==> src/rtl/interrupt_controller.sv <==
// INTCON owner and ISR vector/return sequencer for the core.
// Optional macro PIC_PERIPH_INT_EN enables PEIE and the periph_irq source.
module interrupt_controller (
    input  logic       clk,
    input  logic       rst,
    input  logic       intcon_wr_en,
    input  logic [7:0] intcon_in,
    output logic [7:0] intcon_out,
    input  logic       intedg,
    input  logic       int_pin,
    input  logic       t0_overflow,
    input  logic       rb_change,
    input  logic       periph_irq,
    input  logic       instr_boundary,
    input  logic       retfie_en,
    output logic       pc_j_to_isr,
    output logic       isr_active
);
    typedef enum logic {IDLE, IN_ISR} state_t;

    localparam int GIE = 7, PEIE = 6, T0IE = 5, INTE = 4, RBIE = 3;
    localparam int T0IF = 2, INTF = 1, RBIF = 0;

    state_t     state, state_nxt;
    logic [7:0] intcon, intcon_nxt;
    logic       sync1, sync2, pin_prev;
    logic       edge_evt, pending, periph_term;

`ifdef PIC_PERIPH_INT_EN
    localparam logic [7:0] WR_MASK = 8'hFF;
    assign periph_term = intcon[PEIE] & periph_irq;
`else
    localparam logic [7:0] WR_MASK = 8'hBF;
    logic unused_periph;
    assign unused_periph = periph_irq;
    assign periph_term   = 1'b0;
`endif

    assign edge_evt = intedg ? (sync2 & ~pin_prev) : (~sync2 & pin_prev);

    assign pending = intcon[GIE] & ((intcon[T0IE] & intcon[T0IF]) |
                                    (intcon[INTE] & intcon[INTF]) |
                                    (intcon[RBIE] & intcon[RBIF]) |
                                    periph_term);

    always_comb begin
        state_nxt   = state;
        pc_j_to_isr = 1'b0;
        case (state)
            IDLE: begin
                pc_j_to_isr = pending & instr_boundary;
                if (pc_j_to_isr) state_nxt = IN_ISR;
            end
            IN_ISR:  if (retfie_en) state_nxt = IDLE;
            default: state_nxt = IDLE;
        endcase
    end

    // Hardware flag sets override a same-cycle software write; vector/return own GIE.
    always_comb begin
        intcon_nxt       = intcon_wr_en ? (intcon_in & WR_MASK) : intcon;
        intcon_nxt[T0IF] = intcon_nxt[T0IF] | t0_overflow;
        intcon_nxt[INTF] = intcon_nxt[INTF] | edge_evt;
        intcon_nxt[RBIF] = intcon_nxt[RBIF] | rb_change;
        if (pc_j_to_isr)
            intcon_nxt[GIE] = 1'b0;
        else if (retfie_en)
            intcon_nxt[GIE] = 1'b1;
    end

    always_ff @(posedge clk) begin
        if (rst) begin
            state    <= IDLE;
            intcon   <= 8'h00;
            sync1    <= 1'b0;
            sync2    <= 1'b0;
            pin_prev <= 1'b0;
        end else begin
            state    <= state_nxt;
            intcon   <= intcon_nxt;
            sync1    <= int_pin;
            sync2    <= sync1;
            pin_prev <= sync2;
        end
    end

    assign intcon_out = intcon;
    assign isr_active = (state == IN_ISR);
endmodule

==> config.mk <==
export PLATFORM = sky130hd
export DESIGN_NAME = interrupt_controller
export DESIGN_NICKNAME = d
export VERILOG_FILES = /design/src/rtl/interrupt_controller.sv
export SDC_FILE = /design/constraint.sdc
export NUM_CORES = 1
export LEC_CHECK = 0
export ABC_AREA = 1
export CORE_AREA = 2 2 39 41
export CTS_CLUSTER_SIZE = 24
export DETAILED_ROUTE_END_ITERATION = 8
export DIE_AREA = 0 0 41 43
export GPL_ROUTABILITY_DRIVEN = 0
export PLACE_DENSITY = 0.76
export SLEW_MARGIN = 10
export SYNTH_ARGS = -nofsm -noshare
export SYNTH_HDL_FRONTEND = slang
export SYNTH_SLANG_ARGS = --single-unit
==> constraint.sdc <==
create_clock -name clk -period 2.7 [get_ports clk]
set_clock_uncertainty 0.1 [all_clocks]
set_input_delay 0.81 -clock clk [delete_from_list [all_inputs] [get_ports clk]]
set_output_delay 0.81 -clock clk [all_outputs]
set_load 0.01 [all_outputs]
==> reports/results.tsv <==
metric	value	unit
Mapped Nets	82	
setup bufs post-CTS	0	
Distinct cells, synth	17	
DRT Pass-1 Iters	3	
fin crit period	2560	ps
total number of vias	463	
total grt overflow	0	
critical path launch point type	primary input	
most common cell after layout, fill and taps aside	clkdlybuf4s50_1	
#FFs+latches synth	11	
hold_buf cts	0	
Worst VDD drop	0.320	mV
Final Hold Fails	0	
CTS tree	done	
Crit path required time	1790	ps
initial drt markers	2	
Synth Instances	64	
area of the core	0.00138	sq mm
Die Width	41	um
antenna-violating nets left	0	
sequential share of the synthesized area	0.471	
largest net degree at the start of global routing	10	
HP Class	reg2reg	
drt wl/cell	9.33	um
vias in the first global route	465	
final WL	1.01	mm
RSZ-0062 raised after global routing	no	
Clock Pin Slew Worst Setup and Hold Paths	60	ps
first-pass GRT wire length	1.77	mm
setup ws final	135	ps
pwr dens	479	mW/mm^2
period utilization	0.950	
number of max-cap violations	0	
P_leak	0.345	nW
EDFF count, synth	0	
clock buffer depth	2	
num rows	14	
final slew viol count	0	
clock sinks	11	
Filler cells	140	
CP endpoint kind	output port	
Setup Viol. Count Final	0	
Vias/cell	4.29	
# diodes	0	
final core occ	0.539	
DIE HEIGHT	43	um
initial core utilization	0.338	
HPWL Detailed	835	um
ratio of cells with drive above 1 in the final layout	0.152	
H-tree depth	1	
# nets final	111	
Die Area	0.00176	sq mm
Root Driver	clkbuf_4	
Yosys Warn Count	0	
crit path max fanout	2	
Netlist Area Pre-Place	468	sq um
Data arrival, critical path	1650	ps
PortBufs	24	
most frequent cells in the layout	clkdlybuf4s50_1 (23), nand2_1 (13), nor2_1 (11), dfxtp_1 (11), inv_1 (7)	
Syn Area/Cell	7.31	sq um
predominant post-synthesis flop cell	dfxtp_1	
Tot GR Track Use	0.146	
Area Overhead vs Synth	59.4	%
asr flop ratio synth	0	
Worst Hold Slack	314	ps
# DRC	0	
Boundary Pins	28	
Setup Crit Path Kind	in2out	
total CTS buffers	3	
Place WS	-298	ps
worst skew pair latency	260	ps
outcome	finished, final reports clean	
initial antenna violation count	0	
FMAX	390	MHz
Yosys cell counts (2+ instances only):
cell type	n	area (sq um)
nand2_1	13	48.8
o21ai_1	2	10.0
inv_1	8	30.0
nor2_1	11	41.3
nand2_2	3	18.8
dfxtp_1	11	220
o21ai_0	3	15.0
nand3_1	2	10.0
a21oi_1	3	15.0
power by group:
| group | switching (W) | internal, W |
|---|---|---|
| sequential | 0.00000699 | 0.000172 |
| combinational | 0.0000279 | 0.0000431 |
| clock | 0.0000500 | 0.0000570 |
cells by family after synthesis:
group / after synthesis / synth area share
other cells: 1 / 0.00801
buf+inv: 12 / 0.131
simple gates: 32 / 0.305
compound gates: 8 / 0.0855
flops: 11 / 0.471
critical path, stage by stage:
cell             delay [ps]
clkdlybuf4s50_1         450
nand2_1                  50
nor2_1                   80
nand2_1                  80
inv_2                    60
buf_2                   120
sequential cells by signal (all words and copies together), names as in the netlist:
name and count:
isr_active 1, intcon_out 7, sync2 1, pin_prev 1, sync1 1
through the flow:
step	instances	total power [W]	setup TNS (ps)	cell area [sq um]
floorplan	64	0.000212	0	468
global placement	104	0.000254	-263	724
detailed placement	104	0.000255	-298	724
CTS	108	0.000363	0	752
global route	108	0.000381	0	746
finish	108	0.000357	0	746
area by class of cell:
cell class	count	area (sq um)	area share
clock buffers	4	26.3	0.0352
inverters	10	42.5	0.0570
multi-input cells	41	186	0.250
flip-flops and latches	11	220	0.295
well taps	16	20.0	0.0268
repair buffers	26	250	0.336
path summary, 6_finish.rpt:
kind              depth (start not counted)          end            from  slack [ps]
setup / recovery                          6  pc_j_to_isr  instr_boundary         140
hold / removal                            2        sync2           sync1         310
setup reg to reg                          5   isr_active   intcon_out[0]        1690
hold reg to reg                           2        sync2           sync1         310
routing by layer:
layer,track usage,vias to the layer above,share of wire
li1,-,247,-
met4,0.0800,0,0
met2,0.225,15,0.51
met1,0.179,201,0.41
met5,0,-,0
met3,0.0314,0,0.077
repair_timing:
action / CTS / global route
setup endpoints to repair: 1 / 1
pin swaps: 0 / 1
resized for setup: 3 / 2
Power figures use the tool's default switching activity.
==> variant 1: new RTL, same flow settings <==
Add a define of `PIC_PERIPH_INT_EN`.
--- a/src/rtl/interrupt_controller.sv
+++ b/src/rtl/interrupt_controller.sv
@@ -2,2 +2,4 @@
 // Optional macro PIC_PERIPH_INT_EN enables PEIE and the periph_irq source.
+`define PIC_PERIPH_INT_EN
+
 module interrupt_controller (
Formal check against the unedited RTL: not equivalent (a bounded check fails within 4 cycles, from zero or initial values and one cycle with rst high).
==> variant 1 against the unedited design <==
  * Sequential share of layout area fell by 0.79 points
  * Cell area increased by 12%
  * Power increased by 17%
  * Worst setup slack got worse by 61 ps
  * Non-clock buffer count is 4 higher
  * Area after synthesis rose by 7.5%
  * Final cell count up 7.4%
  * Routed wire length increased by 16%
  * Sequential cell count grew 1
  * Critical path type unchanged
==> variant 1: results (changes against the unedited design) <==
| Metric | Value |
|---|---|
| CTS root buffer | `clkbuf_4` |
| 1st-pass router iterations | `4 (+1)` |
| Leak | `0.000381 uW (+11%)` |
| Top cells by instance count after synthesis | `nand2_1 (16), nor2_1 (13), dfxtp_1 (12)` |
| Final net count | `119 (+7.2%)` |
| M3 GR Usage | `0.0314 (unchanged)` |
| IO buf count | `27 (+13%)` |
| Pwr/cell area | `501 nW/um^2 (+4.6%)` |
| Sequential power share | `0.467 (-0.035)` |
| Switching share of total power | `0.238 (about the same)` |
| Largest fanout on the critical path | `2 (unchanged)` |
| CP arrival | `1720 ps (+70 ps)` |
| Clk_lat worst skew | `around 270 ps` |
| # Post-CTS Setup Buffers | `1 (+1)` |
| Post-DP HPWL | `885 microns (+6.0%)` |
| Post_cts resized | `4 (+1)` |
| Layout cells sized above 1 | `0.180 (+0.0278)` |
| Syn_nets | `85 (+3.7%)` |
| Initial antenna violation count | `0 (unchanged)` |
| Post-synthesis sequential area ratio | `0.478 (+0.00702)` |
| Post-synthesis async set-or-reset flop share | `0 (unchanged)` |
| Outcome | `finished clean` |
| Reg2Reg Setup Slack | `1550 ps (-140 ps)` |
| Worst-Margin Slew | `461 ps` |
| Worst R2R End | `isr_active$_SDFF_PP0_` |
| Clock-pin slew on the worst setup and hold paths | `80 ps (+20 ps)` |
| Total Routing Usage GR | `0.159 (+0.0129)` |
| Total placed instance area | `797 sq um (+10%)` |
| Initial drt markers | `3 (+1)` |
| Reg2reg start | `intcon_out[7]$_SDFFE_PP0P_` |
| Number of global-route vias before repair | `450 (-3.2%)` |
| Wire per inst | `10.1 microns (+8.3%)` |
| M2 GR Usage | `0.228 (+0.00312)` |
| Ranking of synthesized cells by area | `dfxtp_1 (48%), nand2_1 (12%), nor2_1 (9.7%), inv_1 (4.5%), o21ai_0 (4.0%)` |
| First-pass GRT wire length | `1850 microns (+4.7%)` |
| Met1 GRT Util | `0.198 (+0.0194)` |
| Cell depth of the worst flop-to-flop path | `6 (+1)` |
| Max VDD drop | `0.297 mV (-7.3%)` |
| Max reg flops | `8 (+1)` |
| Distinct cells, synth | `17 (unchanged)` |
| Clk power | `142 uW (+33%)` |
| Via count | `530 (+14%)` |
variant 1: worst max-delay path, cell delays in order:
cell	delay (ps)
clkdlybuf4s50_1	460
nand2_1	50
nor2_1	130
o21ai_2	80
inv_2	60
buf_2	120
variant 1: logic make-up (layout without fill, tap and decap cells):
group                  after synthesis  after routing  share of synthesized area
flip-flops                          12             12                      0.478
AND/OR/NAND/NOR                     36             36                      0.313
buffers and inverters               10             43                      0.104
AO/OA/AOI/OAI                        9              9                      0.104
variant 1: metal layers:
layer | vias up | wire (microns)
li1 | 271 | -
met1 | 235 | 511
met2 | 20 | 546
met3 | 4 | 74
met4 | 0 | 41
met5 | - | 0
variant 1: final cells by class:
class                           count  area (sq um)
Multi-Input combinational cell     45           210
Inverter                            9          41.3
Sequential cell                    12           240
Tap cell                           16          20.0
Timing Repair Buffer               30           288
Fill cell                         131           548
Clock buffer                        4          36.3
variant 1: worst min path at each step:
stage | cells past startpoint | slack (ps) | start | to
floorplan | 2 | 290 | sync1$_SDFF_PP0_ | sync2$_SDFF_PP0_
global placement | 2 | 290 | sync1$_SDFF_PP0_ | sync2$_SDFF_PP0_
detailed placement | 2 | 300 | sync1$_SDFF_PP0_ | sync2$_SDFF_PP0_
CTS | 2 | 310 | sync1$_SDFF_PP0_ | sync2$_SDFF_PP0_
global route | 2 | 340 | sync1$_SDFF_PP0_ | sync2$_SDFF_PP0_
finish | 2 | 310 | sync1$_SDFF_PP0_ | sync2$_SDFF_PP0_
variant 1: through the flow:
step	setup slack, ps	hold slack, ps	std cells	TNS, ps	util
final	73.9	307	116	0	0.604
after global routing	3.68	338	116	0	0.604
after CTS	63.5	311	116	0	0.604
after detailed placement	-323	297	111	-323	0.576
after global placement	-280	290	111	-280	0.576
after floorplan	645	288	67	0	-
==> variant 2: new RTL, config.mk and constraints unchanged <==
Made on the original files. Add an input register stage for `intcon_in`, with the module's reset; this delays it by one clock. The other inputs are not delayed to match.
--- a/src/rtl/interrupt_controller.sv
+++ b/src/rtl/interrupt_controller.sv
@@ -22,2 +22,12 @@
     localparam int T0IF = 2, INTF = 1, RBIF = 0;
+
+    logic [7:0] intcon_q;
+
+    always_ff @(posedge clk) begin
+        if (rst) begin
+            intcon_q <= '0;
+        end else begin
+            intcon_q <= intcon_in;
+        end
+    end
 
@@ -60,3 +70,3 @@
     always_comb begin
-        intcon_nxt       = intcon_wr_en ? (intcon_in & WR_MASK) : intcon;
+        intcon_nxt       = intcon_wr_en ? (intcon_q & WR_MASK) : intcon;
         intcon_nxt[T0IF] = intcon_nxt[T0IF] | t0_overflow;
Check against the original RTL: not equivalent (a bounded check fails within 4 cycles, from zero or initial values and one cycle with rst high).
==> variant 2 against the unedited design <==
  * Worst setup slack got worse by 11 ps
  * Cell area grew 27%
  * Largest cell class is now registers
  * Area after synthesis increased by 42%
  * Clock power rose by 50%
  * Critical path depth stayed put
  * Critical path type unchanged
  * Power up 46%
  * Sequential cell count up 7
  * Routed wire length grew 15%
  * Die area did not move
  * Fmax fell by 0.44%
  * Sequential power is 61% higher
==> variant 2: results (changes against the unedited design) <==
| Metric | Value |
|---|---|
| Outcome | `finished clean` |
| Metal3 WL | `56 microns (-28%)` |
| Hold crit path type | `reg2reg` |
| P_int | `407 uW (+49%)` |
| Layout cells sized above 1 | `0.115 (-0.0371)` |
| Post-synthesis sequential area ratio | `0.541 (+0.0708)` |
| Post_cts resized | `2 (-1)` |
| Largest net degree at the start of global routing | `14 (+4)` |
| Final net count | `132 (+19%)` |
| Syn_nets | `104 (+27%)` |
| Layout Cells excl Fill | `129 (+19%)` |
| Ys Warns | `0 (unchanged)` |
| Routed met2 length | `570 microns (+9.8%)` |
| Total placed instance area | `917 sq um (+27%)` |
| IO buf count | `24 (unchanged)` |
| 1st-pass router iterations | `3 (unchanged)` |
| Diodes inserted | `0 (unchanged)` |
| Post-DP HPWL | `898 microns (+7.5%)` |
| Drt via density | `4.37 (+2.0%)` |
| CP arrival | `1670 ps (+20 ps)` |
| Leak | `0.000461 uW (+34%)` |
| Num CTS Buffers | `3 (unchanged)` |
| Max VDD drop | `0.517 mV (+62%)` |
| Clock-pin slew on the worst setup and hold paths | `90 ps (+30 ps)` |
| # Post-CTS Setup Buffers | `0 (unchanged)` |
| Initial antenna violation count | `0 (unchanged)` |
| Ranking of synthesized cells by area | `dfxtp_1 (54%), nor2_1 (10%), inv_1 (9.0%), nand2_1 (7.3%), nand2_2 (2.8%)` |
| Total Routing Usage GR | `0.158 (+0.0124)` |
| Largest fanout on the critical path | `2 (unchanged)` |
| Distinct cells, synth | `17 (unchanged)` |
| Number of global-route vias before repair | `477 (+2.6%)` |
| # H-tree levels | `1 (unchanged)` |
| Clk_lat worst skew | `290 ps (+30 ps)` |
| Met1 WL | `524 microns (+28%)` |
| Post-Synthesis Cells | `86 (+34%)` |
| Post-synthesis async set-or-reset flop share | `0 (unchanged)` |
| Initial drt markers | `4 (+2)` |
| Uppermost layer routed | `met4` |
| Synth Flop Type | `dfxtp_1` |
| Wire per inst | `9.02 microns (-3.3%)` |
| Post-Place Setup Slack | `-264 ps (+34.8 ps)` |
| CTS root buffer | `clkbuf_4` |
| Clock buffer depth | `2 (unchanged)` |
| Post-route ant nets | `0 (unchanged)` |
| Fillers | `127 (-9.3%)` |
| First-pass GRT wire length | `1900 microns (+7.4%)` |
| Top cells by instance count after synthesis | `dfxtp_1 (18), nor2_1 (18), inv_1 (16)` |
==> variant 2: changes by cell type in the layout (fill, tap and decap cells not counted) <==
| cell | delta |
|---|---|
| buf_2 | -1 |
| clkbuf_8 | +1 |
| inv_2 | -2 |
| inv_1 | +9 |
| nor2_1 | +7 |
| clkbuf_1 | -1 |
| dfxtp_1 | +7 |
| clkbuf_2 | +1 |
==> variant 2: worst paths after layout <==
kind / depth (start not counted) / end / start / slack, ps
max: 6 / pc_j_to_isr / instr_boundary / 120
min: 2 / sync2$_SDFF_PP0_ / sync1$_SDFF_PP0_ / 310
max reg2reg: 6 / intcon_out[7]$_SDFFE_PP0P_ / intcon_out[0]$_SDFF_PP0_ / 1710
min reg2reg: 2 / sync2$_SDFF_PP0_ / sync1$_SDFF_PP0_ / 310
==> variant 2: layout make-up <==
cell class,count,area (sq um),area share
clock buffer,4,36.3,0.0383
timing repair buffer,26,250,0.264
tap,16,20.0,0.0211
multi-input combinational,48,213,0.224
inverter,17,68.8,0.0726
sequential,18,360,0.380
==> variant 2: worst max-delay path, cell delays in order <==
cell             delay [ps]
clkdlybuf4s50_1         460
nand2_1                  50
nor2_1                   80
nand2_1                  70
inv_1                    70
clkbuf_2                130
==> variant 2: logic make-up (layout without fill, tap and decap cells) <==
logic type             after synthesis  count (layout)  share of synthesized area
AOI/OAI and AO/OA                    8               8                     0.0601
DFF                                 18              18                      0.541
and+or+nand+nor                     39              39                      0.254
other                                1               1                    0.00563
buffers and inverters               20              47                      0.139
==> variant 2: per-layer routing <==
layer	vias to the layer above	GRT usage
li1	306	-
met1	238	0.203
met2	17	0.241
met3	3	0.0471
met4	0	0.0600
met5	-	0
==> variant 2: per-stage QoR <==
step / total power [uW] / utilization
floorplan: 328 / -
global placement: 368 / 0.663
detailed placement: 370 / 0.663
CTS: 530 / 0.689
global route: 550 / 0.685
finish: 523 / 0.685
==> variant 2: power by group through the flow <==
| stage | Combinational, uW | Sequential [uW] | Clock (uW) |
|---|---|---|---|
| global route | 84.4 | 290 | 176 |
| CTS | 75.5 | 288 | 166 |
| floorplan | 31.2 | 297 | 0 |
| detailed placement | 75.2 | 294 | 0 |
| global placement | 73.9 | 294 | 0 |
| finish | 74.4 | 288 | 160 |
